### config.mk
export PLATFORM = sky130hd
export DESIGN_NAME = phy_serializer
export DESIGN_NICKNAME = d
export VERILOG_FILES = /design/src/rtl/phy_serializer.sv
export SDC_FILE = /design/constraint.sdc
export NUM_CORES = 1
export LEC_CHECK = 0
export CAP_MARGIN = 20
export CORE_ASPECT_RATIO = 1.4
export CORE_MARGIN = 2
export CORE_UTILIZATION = 36
export CTS_CLUSTER_DIAMETER = 200
export DETAILED_ROUTE_END_ITERATION = 12
export PLACE_DENSITY = 0.64
export SYNTH_ARGS = -nofsm -noshare
export SYNTH_HDL_FRONTEND = slang
export SYNTH_SLANG_ARGS = --single-unit
### constraint.sdc
create_clock -name i_pclkx5 -period 1.3 [get_ports i_pclkx5]
set_input_delay 0.26 -clock i_pclkx5 [delete_from_list [all_inputs] [get_ports i_pclkx5]]
set_output_delay 0.26 -clock i_pclkx5 [all_outputs]
set_load 0.1 [all_outputs]
### src/rtl/phy_serializer.sv
// phy_serializer: parallel-to-serial shifter emitting OUT_BITS per channel per i_pclkx5 cycle, plus a TMDS clock channel.
// Optional PRBS7 test mode is compiled in only when PHY_SERIALIZER_PRBS_EN is defined.
module phy_serializer #(
    parameter int NUM_CH   = 3,
    parameter int WORD_W   = 10,
    parameter int OUT_BITS = 2,
    parameter logic [WORD_W-1:0] IDLE_WORD = 10'b1101010100
) (
    input  logic                         i_pclkx5,
    input  logic                         i_rstn,
    input  logic [NUM_CH*WORD_W-1:0]     i_data,
    input  logic                         i_valid,
    output logic                         o_ready,
    input  logic                         i_prbs_en,
    input  logic                         i_clr_underflow,
    output logic [NUM_CH*OUT_BITS-1:0]   o_tx,
    output logic [OUT_BITS-1:0]          o_clk_bits,
    output logic                         o_underflow
);
    localparam int DIV  = WORD_W / OUT_BITS;
    localparam int PH_W = (DIV > 1) ? $clog2(DIV) : 1;
    localparam logic [PH_W-1:0]   LAST_PHASE = PH_W'(DIV - 1);
    localparam logic [WORD_W-1:0] CLK_WORD   = {WORD_W{1'b1}} >> (WORD_W - WORD_W / 2);

    logic [PH_W-1:0]   phase_r;
    logic [PH_W-1:0]   phase_nxt_s;
    logic              ready_r;
    logic              started_r;
    logic              underflow_r;
    logic [WORD_W-1:0] data_sr_r [NUM_CH];
    logic [WORD_W-1:0] clk_sr_r;
    logic [WORD_W-1:0] load_word_s [NUM_CH];
    logic [WORD_W-1:0] prbs_word_s;
    logic              prbs_active_s;
    logic              load_slot_s;
    logic              accept_s;
    logic              uf_set_s;

    assign load_slot_s = (phase_r == LAST_PHASE);
    assign accept_s    = load_slot_s & i_valid & ~prbs_active_s;
    assign uf_set_s    = load_slot_s & ~i_valid & started_r & ~prbs_active_s;

`ifdef PHY_SERIALIZER_PRBS_EN
    localparam logic [6:0] PRBS_SEED = 7'h7F;
    logic [6:0] prbs_r;
    logic [6:0] prbs_nxt_s;

    // x^7+x^6+1, WORD_W steps at a time; word bit i is the i-th new bit (sent LSB first)
    function automatic logic [WORD_W+6:0] prbs7_advance(input logic [6:0] state);
        logic [6:0]        s;
        logic [WORD_W-1:0] w;
        logic              nb;
        s = state;
        w = '0;
        for (int i = 0; i < WORD_W; i++) begin
            nb   = s[6] ^ s[5];
            w[i] = nb;
            s    = {s[5:0], nb};
        end
        return {s, w};
    endfunction

    assign prbs_active_s = i_prbs_en;
    assign {prbs_nxt_s, prbs_word_s} = prbs7_advance(prbs_r);

    // PRBS generator advances one full word per test-mode load slot
    always_ff @(posedge i_pclkx5 or negedge i_rstn) begin
        if (!i_rstn) begin
            prbs_r <= PRBS_SEED;
        end else if (load_slot_s && prbs_active_s) begin
            prbs_r <= prbs_nxt_s;
        end else begin
            prbs_r <= prbs_r;
        end
    end
`else
    logic prbs_unused_s;
    assign prbs_unused_s = i_prbs_en;
    assign prbs_active_s = 1'b0;
    assign prbs_word_s   = '0;
`endif

    // Phase advance: wraps at the load slot
    always_comb begin
        phase_nxt_s = phase_r + PH_W'(1);
        if (load_slot_s) begin
            phase_nxt_s = '0;
        end else begin
            phase_nxt_s = phase_r + PH_W'(1);
        end
    end

    // Per-channel load word: test pattern, accepted data, or idle symbol
    always_comb begin
        for (int c = 0; c < NUM_CH; c++) begin
            load_word_s[c] = IDLE_WORD;
            if (prbs_active_s) begin
                load_word_s[c] = prbs_word_s;
            end else if (i_valid) begin
                load_word_s[c] = i_data[c*WORD_W +: WORD_W];
            end else begin
                load_word_s[c] = IDLE_WORD;
            end
        end
    end

    // Phase counter and registered ready decode (high exactly while phase_r is the last phase)
    always_ff @(posedge i_pclkx5 or negedge i_rstn) begin
        if (!i_rstn) begin
            phase_r <= '0;
            ready_r <= 1'b0;
        end else begin
            phase_r <= phase_nxt_s;
            ready_r <= (phase_nxt_s == LAST_PHASE);
        end
    end

    // Data and clock shift registers share the load slot so they stay phase-aligned
    always_ff @(posedge i_pclkx5 or negedge i_rstn) begin
        if (!i_rstn) begin
            for (int c = 0; c < NUM_CH; c++) begin
                data_sr_r[c] <= '0;
            end
            clk_sr_r <= '0;
        end else if (load_slot_s) begin
            for (int c = 0; c < NUM_CH; c++) begin
                data_sr_r[c] <= load_word_s[c];
            end
            clk_sr_r <= CLK_WORD;
        end else begin
            for (int c = 0; c < NUM_CH; c++) begin
                data_sr_r[c] <= data_sr_r[c] >> OUT_BITS;
            end
            clk_sr_r <= clk_sr_r >> OUT_BITS;
        end
    end

    // Underflow is only meaningful once the stream has started; set beats clear
    always_ff @(posedge i_pclkx5 or negedge i_rstn) begin
        if (!i_rstn) begin
            started_r   <= 1'b0;
            underflow_r <= 1'b0;
        end else begin
            started_r <= started_r | accept_s;
            if (uf_set_s) begin
                underflow_r <= 1'b1;
            end else if (i_clr_underflow) begin
                underflow_r <= 1'b0;
            end else begin
                underflow_r <= underflow_r;
            end
        end
    end

    // Serial bits come straight from the low end of each shift register
    always_comb begin
        o_tx = '0;
        for (int c = 0; c < NUM_CH; c++) begin
            o_tx[c*OUT_BITS +: OUT_BITS] = data_sr_r[c][OUT_BITS-1:0];
        end
    end

    assign o_clk_bits  = clk_sr_r[OUT_BITS-1:0];
    assign o_ready     = ready_r & ~prbs_active_s;
    assign o_underflow = underflow_r;

endmodule

==> out/qor.yml <==
crit_path_end_kind: "flop"
synthMuxAreaShare_pct: 0
cp_data_required_time_ns: 1.50
grt_use_total_pct: 14.3
synth_compound_area_share_pct: 14.4
setup_viol: 0
place_area_um2: 2230
drive_gt1_share_pct: 17.4
slew_violations: 0
grt_overflow: 0
drc: 0
worst-path-buf-inv: 1
wl_met2_um: 1600
power_frac_clock_pct: 31.7
place.port_buffers: 43
wire_per_inst_um: 11.9
std_cell_rows: 29
crit_path_start: "phase_r[0]"
post-synth-top-area-fraction_pct: 59.8
gp_congestion: 0.696
wl_met1_um: 1320
combPwrFrac_pct: 14.0
synth.net_count: 196
synth_xor_xnor_area_share_pct: 0
max_freq_mhz: 778
antennaDiodeCount: 0
dr.max_layer_used: "met4"
die_x_um: 60.9
ios: 45
insertion_delay_ns: 0.28
reg2regPathDepth: 4
grt_max_degree: 26
numClockSinks: 39
viasPerCell: 4.57
fin_area_um2: 2340
status: "completed"
final_common_cell: "dfrtp_1"
synth_simple_gate_area_share_pct: 8.28
r2r-end: "o_ready"
area_growth_pct: 43.1
antenna_found_initial: 0
tightestPinTransition_ns: 0.369
r2r_slack_ns: 0.01
worstPathArrival_ns: 1.48
cts-root-buf: "clkbuf_8"
first_global_vias: 1207
endpoint: "o_ready"
synth.yosys.warnings: 0
ys_seq_area_share_pct: 59.8
fin_nets: 239
grt_pass1_wl_um: 5380
tns_ns: 0
ys_ff_latch: 39
clk_pin_slew_ns: 0.07
synthAdderAreaFrac_pct: 1.53
synth_largest_area_cell: "dfrtp_1"
initial_core_util_pct: 36.6
rsz0062_at_grt: "yes"
path_cells: "inv_2, ha_4, or3b_4, a211oi_2"
worstReg2RegStart: "phase_r[0]"
vias: 1201
worstSetupPathDepth: 4
hpwl_um: 2210
crit_path_max_fanout: 4
syn_avg_cell_area_um2: 10.3
ys_top_cells_by_area: "dfrtp_1 60%, inv_1 7.8%, nand4_1 5.7%"
cp-start-kind: "flop"
ant_nets: 0
min_period_ns: 1.29
peakVddDrop_uv: 606
drtIter0Drc: 33
pwr_density_cell_nw_per_um2: 975
met3_length_um: 125
fin_crit_sh_pct: 98.9
p_leak_nw: 1.08
dr.pass1.iters: 4
crit_type: "reg -> reg"
max_stage_delay_ns: 0.39
p_sw_mw: 0.529
cts.path.max_buffers: 2
syn-cell-area_um2: 1630
intPower_mw: 1.75
synth_top_family_by_area: "buffers and inverters"
ys_types: 20
netlist_instances: 159
cts_tree: "built"
layout_common_cells: "39 x dfrtp_1, 33 x inv_1, 32 x clkdlybuf4s50_1, 15 x a21oi_1, 15 x nand4_1"
cpMaxStageDelayCell: "dfrtp_1"
wl_um: 3120
hold_viol: 0
h-tree-depth: 2
drv_cap: 0
dieArea_um2: 5100
cts_inserted_buffers: 5
core_area_um2: 4460
cp_top_family: "flip-flops"
hold_path.class: "in -> async"
fin_worst_skew_ns: 0.00521
seqPwrFrac_pct: 54.3
swShare_pct: 23.2
slew_headroom_pct: 75.4
die_y_um: 83.7
## power by group through the flow
stage	sequential, mW	clock (mW)	combinational, mW
floorplan	1.26	0	0.138
finish	1.24	0.722	0.320
global placement	1.26	0	0.317
global route	1.24	0.810	0.345
CTS	1.24	0.764	0.323
detailed placement	1.26	0	0.321
## area by class of cell
class | instances | area, µm²
flip-flops and latches | 39 | 976
clock buffers | 6 | 72.6
inverters | 35 | 134
multi-input cells | 66 | 420
repair buffers | 55 | 656
well taps | 62 | 77.6
fillers | 415 | 2130
## synthesized netlist by cell type, drive strengths merged
cell and instances:
a211oi 1, buf 14, o21ai 15, a31oi 9
a21o 1, dfrtp 39, ha 2, nand4 15
inv 35, nor2 1, a21oi 15, o32ai 1
clkbuf 5, or3b 1, nand2 2, nand2b 3
## through the flow
| step | hold slack [ns] | util [%] | power, mW | worst slack, ns | std cells |
|---|---|---|---|---|---|
| 4_1_cts | 0.414 | 52.1 | 2.32 | -0.00936 | 263 |
| 6_report | 0.409 | 52.3 | 2.28 | 0.0145 | 263 |
| 3_5_place_dp | 0.197 | 50.0 | 1.58 | -0.0669 | 255 |
| 2_1_floorplan | -0.0356 | - | 1.40 | -0.0315 | 159 |
| 5_1_grt | 0.447 | 52.3 | 2.39 | -0.0496 | 263 |
| 3_3_place_gp | 0.190 | 50.0 | 1.58 | -0.0238 | 255 |
## flip-flops by register name, summed over array words and instances (netlist names)
signal       cells
data_sr_r       24
o_tx             6
clk_sr_r         3
phase_r          3
o_ready          1
o_underflow      1
started_r        1
## worst min-delay path by stage
stage                     startpoint          end  slack (ns)  cells after the start
after global placement        i_rstn      o_ready        0.19                      1
after global routing          i_rstn      o_tx[4]        0.45                      2
final                         i_rstn      o_ready        0.41                      2
after CTS                     i_rstn      o_ready        0.41                      2
after detailed placement      i_rstn      o_ready        0.20                      1
after floorplan               i_rstn  clk_sr_r[0]       -0.04                      0
## metal layers
layer,global-route usage [%],vias to the layer above
met3,4.34,5
met4,7.51,0
met5,0,-
li1,-,596
met2,22.7,32
met1,16.9,568
## worst reg2reg max path, cell delays in order (launching register included)
cell and delay, ns:
dfrtp_1 0.39, inv_2 0.07, ha_4 0.17, or3b_4 0.37, a211oi_2 0.20
## cell families after synthesis
group	after synthesis
adders and majority gates	2
buffers and inverters	54
DFF	39
AOI/OAI and AO/OA	42
and+or+nand+nor	22
## timing repair
action	CTS	global route
gates resized for setup	1	3
pin swaps	2	0
gates cloned	0	0
endpoints found under the setup margin	1	10
endpoints found under the hold margin	14	0
hold buffers	1	0
buffers inserted	1	0
Power figures use the tool's default switching activity.
==> RTL change 1: new RTL, same flow settings <==
Change the parameter `NUM_CH` from 3 to 6.
--- a/src/rtl/phy_serializer.sv
+++ b/src/rtl/phy_serializer.sv
@@ -1,7 +1,7 @@
 // phy_serializer: parallel-to-serial shifter emitting OUT_BITS per channel per i_pclkx5 cycle, plus a TMDS clock channel.
 // Optional PRBS7 test mode is compiled in only when PHY_SERIALIZER_PRBS_EN is defined.
 module phy_serializer #(
-    parameter int NUM_CH   = 3,
+    parameter int NUM_CH   = 6,
     parameter int WORD_W   = 10,
     parameter int OUT_BITS = 2,
     parameter logic [WORD_W-1:0] IDLE_WORD = 10'b1101010100
Ports: changed (resized i_data and o_tx); port bits go from 45 to 81. No check against the original RTL was run, so the function may have changed too.
==> RTL change 1 against the original RTL <==
The run now ends with setup timing left. Total power is 95% higher. Sequential cell count rose by 30. Setup slack worse by 0.032 ns. Final area up 79%. Cell count up 78%. Area after synthesis up 75%. Count of clock-buffer cells in the layout up 4. Wire length grew 100%. Highest routed layer unchanged.
==> RTL change 1: results (changes against the original RTL) <==
pre-CTS setup slack=-0.0544 ns (was -0.0669 ns); nonclk buf count=98 (was 55); first-pass detailed-route iteration total=5 (was 4); WL/cell=13.5 microns (was 11.9 microns); Seq/total area=41.3% (was 41.8%); worst hold slack=0.246 ns (was 0.409 ns); Non-clk invs=65 (was 35); synth unique cells=18 (was 20); endpoints failing setup=1 (was 0); vias per cell=4.80 (was 4.57); Post-Place Cells=448 (was 255); Final nets=430 (was 239); fin area=0.00418 sq mm (was 0.00234 sq mm); hold buffer count at cts=1 (unchanged); largest net degree at the start of global routing=32 (was 26); GPL Wtd Cong=0.769 (was 0.696); leakage=0.00193 uW (was 0.00108 uW); Fillers=712 (was 415); Placed Area=0.00388 sq mm (was 0.00223 sq mm); CTS resizes=8 (was 1); setup TNS=-0.0172 ns (was 0 ns); Initial DRC Count=168 (was 33); multi-input gate share of total cell area=17.9% (was 18.0%); synth top area cells=dfrtp_1 60%, inv_1 8.4%, nand4_1 6.6% (was dfrtp_1 60%, inv_1 7.8%, nand4_1 5.7%); Syn Nets=358 (was 196); final antenna-violating net count=0 (unchanged); r2r worst-path depth=3 (was 4); H-tree levels=3 (was 2); slowest cell delay on critical path=0.41 ns (was 0.39 ns); GRT Resource Usage Total=15.6% (was 14.3%); status=finished, violations left (was complete, no violations); number of global-route vias before repair=2190 (was 1207); CTS Sinks=69 (was 39); FF-to-FF End=o_ready$_DFF_PN0_ (unchanged); worst hold path type=in -> reg (was in -> async); Crit Path Max Fanout=3 (was 4); DP HPWL=4.29 mm (was 2.21 mm); # port buffers=79 (was 43); share of post-route cells with drive strength above 1=17.7% (was 17.4%); Multi-input comb cells=120 (was 66); clock latency on the worst-skew pair=0.34 ns (was 0.28 ns); Critical Path AT=1.57 ns (was 1.48 ns); Worst VDD drop=0.553 mV (was 0.606 mV); clk_buf instances=10 (was 6); clock network share of area=4.31% (was 3.11%); Setup Buffers After CTS=0 (was 1); Worst Tran Pin Value=0.333 ns (was 0.369 ns); violated checks=setup timing; Post-Synthesis Mean Instance Area=9.85 sq um (was 10.3 sq um); Layout Skew=0.00750 ns (was 0.00521 ns); NonClk Buf Share=27.5% (was 28.1%); sequential element share of the synthesized area=60.3% (was 59.8%); first-pass GRT wire length=10.3 mm (was 5.38 mm); CTS buffer count=9 (was 5); Post-synth top cells=69 x dfrtp_1, 64 x inv_1, 30 x a21oi_1, 30 x nand4_1, 30 x o21ai_1 (was 39 x dfrtp_1, 34 x inv_1, 15 x a21oi_1, 15 x nand4_1, 15 x o21ai_0); final setup margin=-0.0172 ns (was 0.0145 ns); Layout Cells excl Fill=467 (was 263); Pint=3350 uW (was 1750 uW)
## RTL change 1: power by group through the flow
stage | combinational [uW] | sequential (uW) | clock [uW]
6_report | 614 | 2190 | 1630
5_1_grt | 659 | 2190 | 1750
4_1_cts | 616 | 2190 | 1670
3_5_place_dp | 612 | 2230 | 0
3_3_place_gp | 604 | 2230 | 0
2_1_floorplan | 282 | 2220 | 0
## RTL change 1: kinds of logic (layout without fill, tap and decap cells)
group | Yosys count | count (layout) | share of synthesized area, %
AOI/OAI and AO/OA | 81 | 81 | 15.2
adders and majority gates | 2 | 2 | 0.873
buffers and inverters | 102 | 178 | 15.7
DFF | 69 | 69 | 60.3
and+or+nand+nor | 37 | 37 | 7.90
## RTL change 1: layer usage
| layer | track usage, % | share of wire (%) |
|---|---|---|
| met1 | 18.4 | 41 |
| met2 | 25.8 | 52 |
| met3 | 4.02 | 5.2 |
| met4 | 8.99 | 1.7 |
| met5 | 0 | 0 |
==> RTL change 2: new RTL, same flow settings <==
Made on the original files. Register the output `o_underflow` once more, with the module's reset; this adds one clock of latency there. The other outputs are not delayed to match.
--- a/src/rtl/phy_serializer.sv
+++ b/src/rtl/phy_serializer.sv
@@ -162,7 +162,13 @@
 
     assign o_clk_bits  = clk_sr_r[OUT_BITS-1:0];
     assign o_ready     = ready_r & ~prbs_active_s;
-    assign o_underflow = underflow_r;
+    always_ff @(posedge i_pclkx5 or negedge i_rstn) begin
+        if (!i_rstn) begin
+            o_underflow <= '0;
+        end else begin
+            o_underflow <= underflow_r;
+        end
+    end
 
 endmodule
 
Behaviour: no difference found for any inputs over 10 cycles, from zero or initial values and one cycle with i_rstn low; that may be too few to reach the edited logic, so the function may still have changed.
==> RTL change 2 against the original RTL <==
Non-clock buffer count fell by 2. Total power rose by 3.1%. Wire length rose by 4.5%. Fmax rose by 0.72%. First-iteration DRC count rose by 58%. Area after synthesis rose by 1.5%. Setup slack improved by 0.0092 ns. Core utilization fell by 0.23 points. Synthesized cell count rose by 0.63%. Final area rose by 0.38%. Sequential cell count rose by 1.
==> RTL change 2: results (changes against the original RTL) <==
vias per cell=4.74 (was 4.57); largest net degree at the start of global routing=33 (was 26); Placed Area=0.00225 sq mm (was 0.00223 sq mm); switching share of power=23.8% (was 23.2%); post-synthesis compound-gate area fraction=14.2% (was 14.4%); sequential element share of the synthesized area=60.4% (was 59.8%); Crit Path Max Fanout=3 (was 4); GRT Resource Usage Total=14.6% (was 14.3%); Synth Instances=160 (was 159); clk pwr=757 uW (was 722 uW); number of global-route vias before repair=1187 (was 1207); Comb. pwr=324 uW (was 320 uW); share of post-route cells with drive strength above 1=16.4% (was 17.4%); Worst VDD drop=0.547 mV (was 0.606 mV); first-pass GRT wire length=5.49 mm (was 5.38 mm); status=complete, no violations (unchanged); Post-synth top cells=40 x dfrtp_1, 34 x inv_1, 15 x a21oi_1, 15 x nand4_1, 15 x o21ai_0 (was 39 x dfrtp_1, 34 x inv_1, 15 x a21oi_1, 15 x nand4_1, 15 x o21ai_0); Layout Skew=0.00690 ns (was 0.00521 ns); slowest cell delay on critical path=0.41 ns (was 0.39 ns); GPL Wtd Cong=0.698 (was 0.696); DRT Wirelength=3.26 mm (was 3.12 mm); post-synthesis adder-cell area fraction=1.51% (was 1.53%); Top delay family on crit path=flip-flops (unchanged); Power Total=2350 uW (was 2280 uW); Worst Tran Pin Value=0.375 ns (was 0.369 ns); worst hold path type=reg -> reg (was in -> async); Final nets=238 (was 239); Syn Nets=197 (was 196); r2r worst-path depth=3 (was 4); Initial DRC Count=52 (was 33); Tmin final=1.28 ns (was 1.29 ns)
RTL change 2: final cells by class:
| type | instances | area (sq um) |
|---|---|---|
| Sequential cell | 40 | 1000 |
| Timing Repair Buffer | 53 | 644 |
| Tap cell | 62 | 77.6 |
| Inverter | 35 | 131 |
| Fill cell | 426 | 2150 |
| Clock buffer | 6 | 72.6 |
| Multi-Input combinational cell | 66 | 413 |
| Clock inverter | 1 | 5.00 |
RTL change 2: worst min-delay path by stage:
stage | start | to | slack, ns
2_1_floorplan | i_rstn | clk_sr_r[0]$_DFF_PN0_ | -0.04
3_3_place_gp | i_rstn | data_sr_r[29]$_DFF_PN0_ | 0.20
3_5_place_dp | i_rstn | data_sr_r[29]$_DFF_PN0_ | 0.20
4_1_cts | underflow_r$_DFFE_PN0P_ | o_underflow$_DFF_PN0_ | 0.39
5_1_grt | underflow_r$_DFFE_PN0P_ | o_underflow$_DFF_PN0_ | 0.41
6_report | underflow_r$_DFFE_PN0P_ | o_underflow$_DFF_PN0_ | 0.39
RTL change 2: timing repair:
item                                    CTS  global route
endpoints found under the setup margin    1             2
pin swaps                                 1             0
cloned                                    0             0
resized for setup                         1             1
hold buffers                              1             0
setup buffers                             0             0
hold endpoints to repair                 14             0
RTL change 2: through the flow:
| step | setup TNS (ns) | util (%) |
|---|---|---|
| CTS | 0 | 52.0 |
| global route | -0.0258 | 52.1 |
| floorplan | -0.0310 | - |
| global placement | -0.000969 | 50.0 |
| finish | 0 | 52.1 |
| detailed placement | -0.0517 | 50.0 |
RTL change 2: routing by layer:
layer,share of wire (%),GRT usage (%),up-vias,routed length [microns]
li1,-,-,598,-
met1,40,18.2,601,1300
met2,52,22.8,41,1700
met3,5.8,4.16,6,189
met4,2.1,6.96,0,69
met5,0,0,-,0
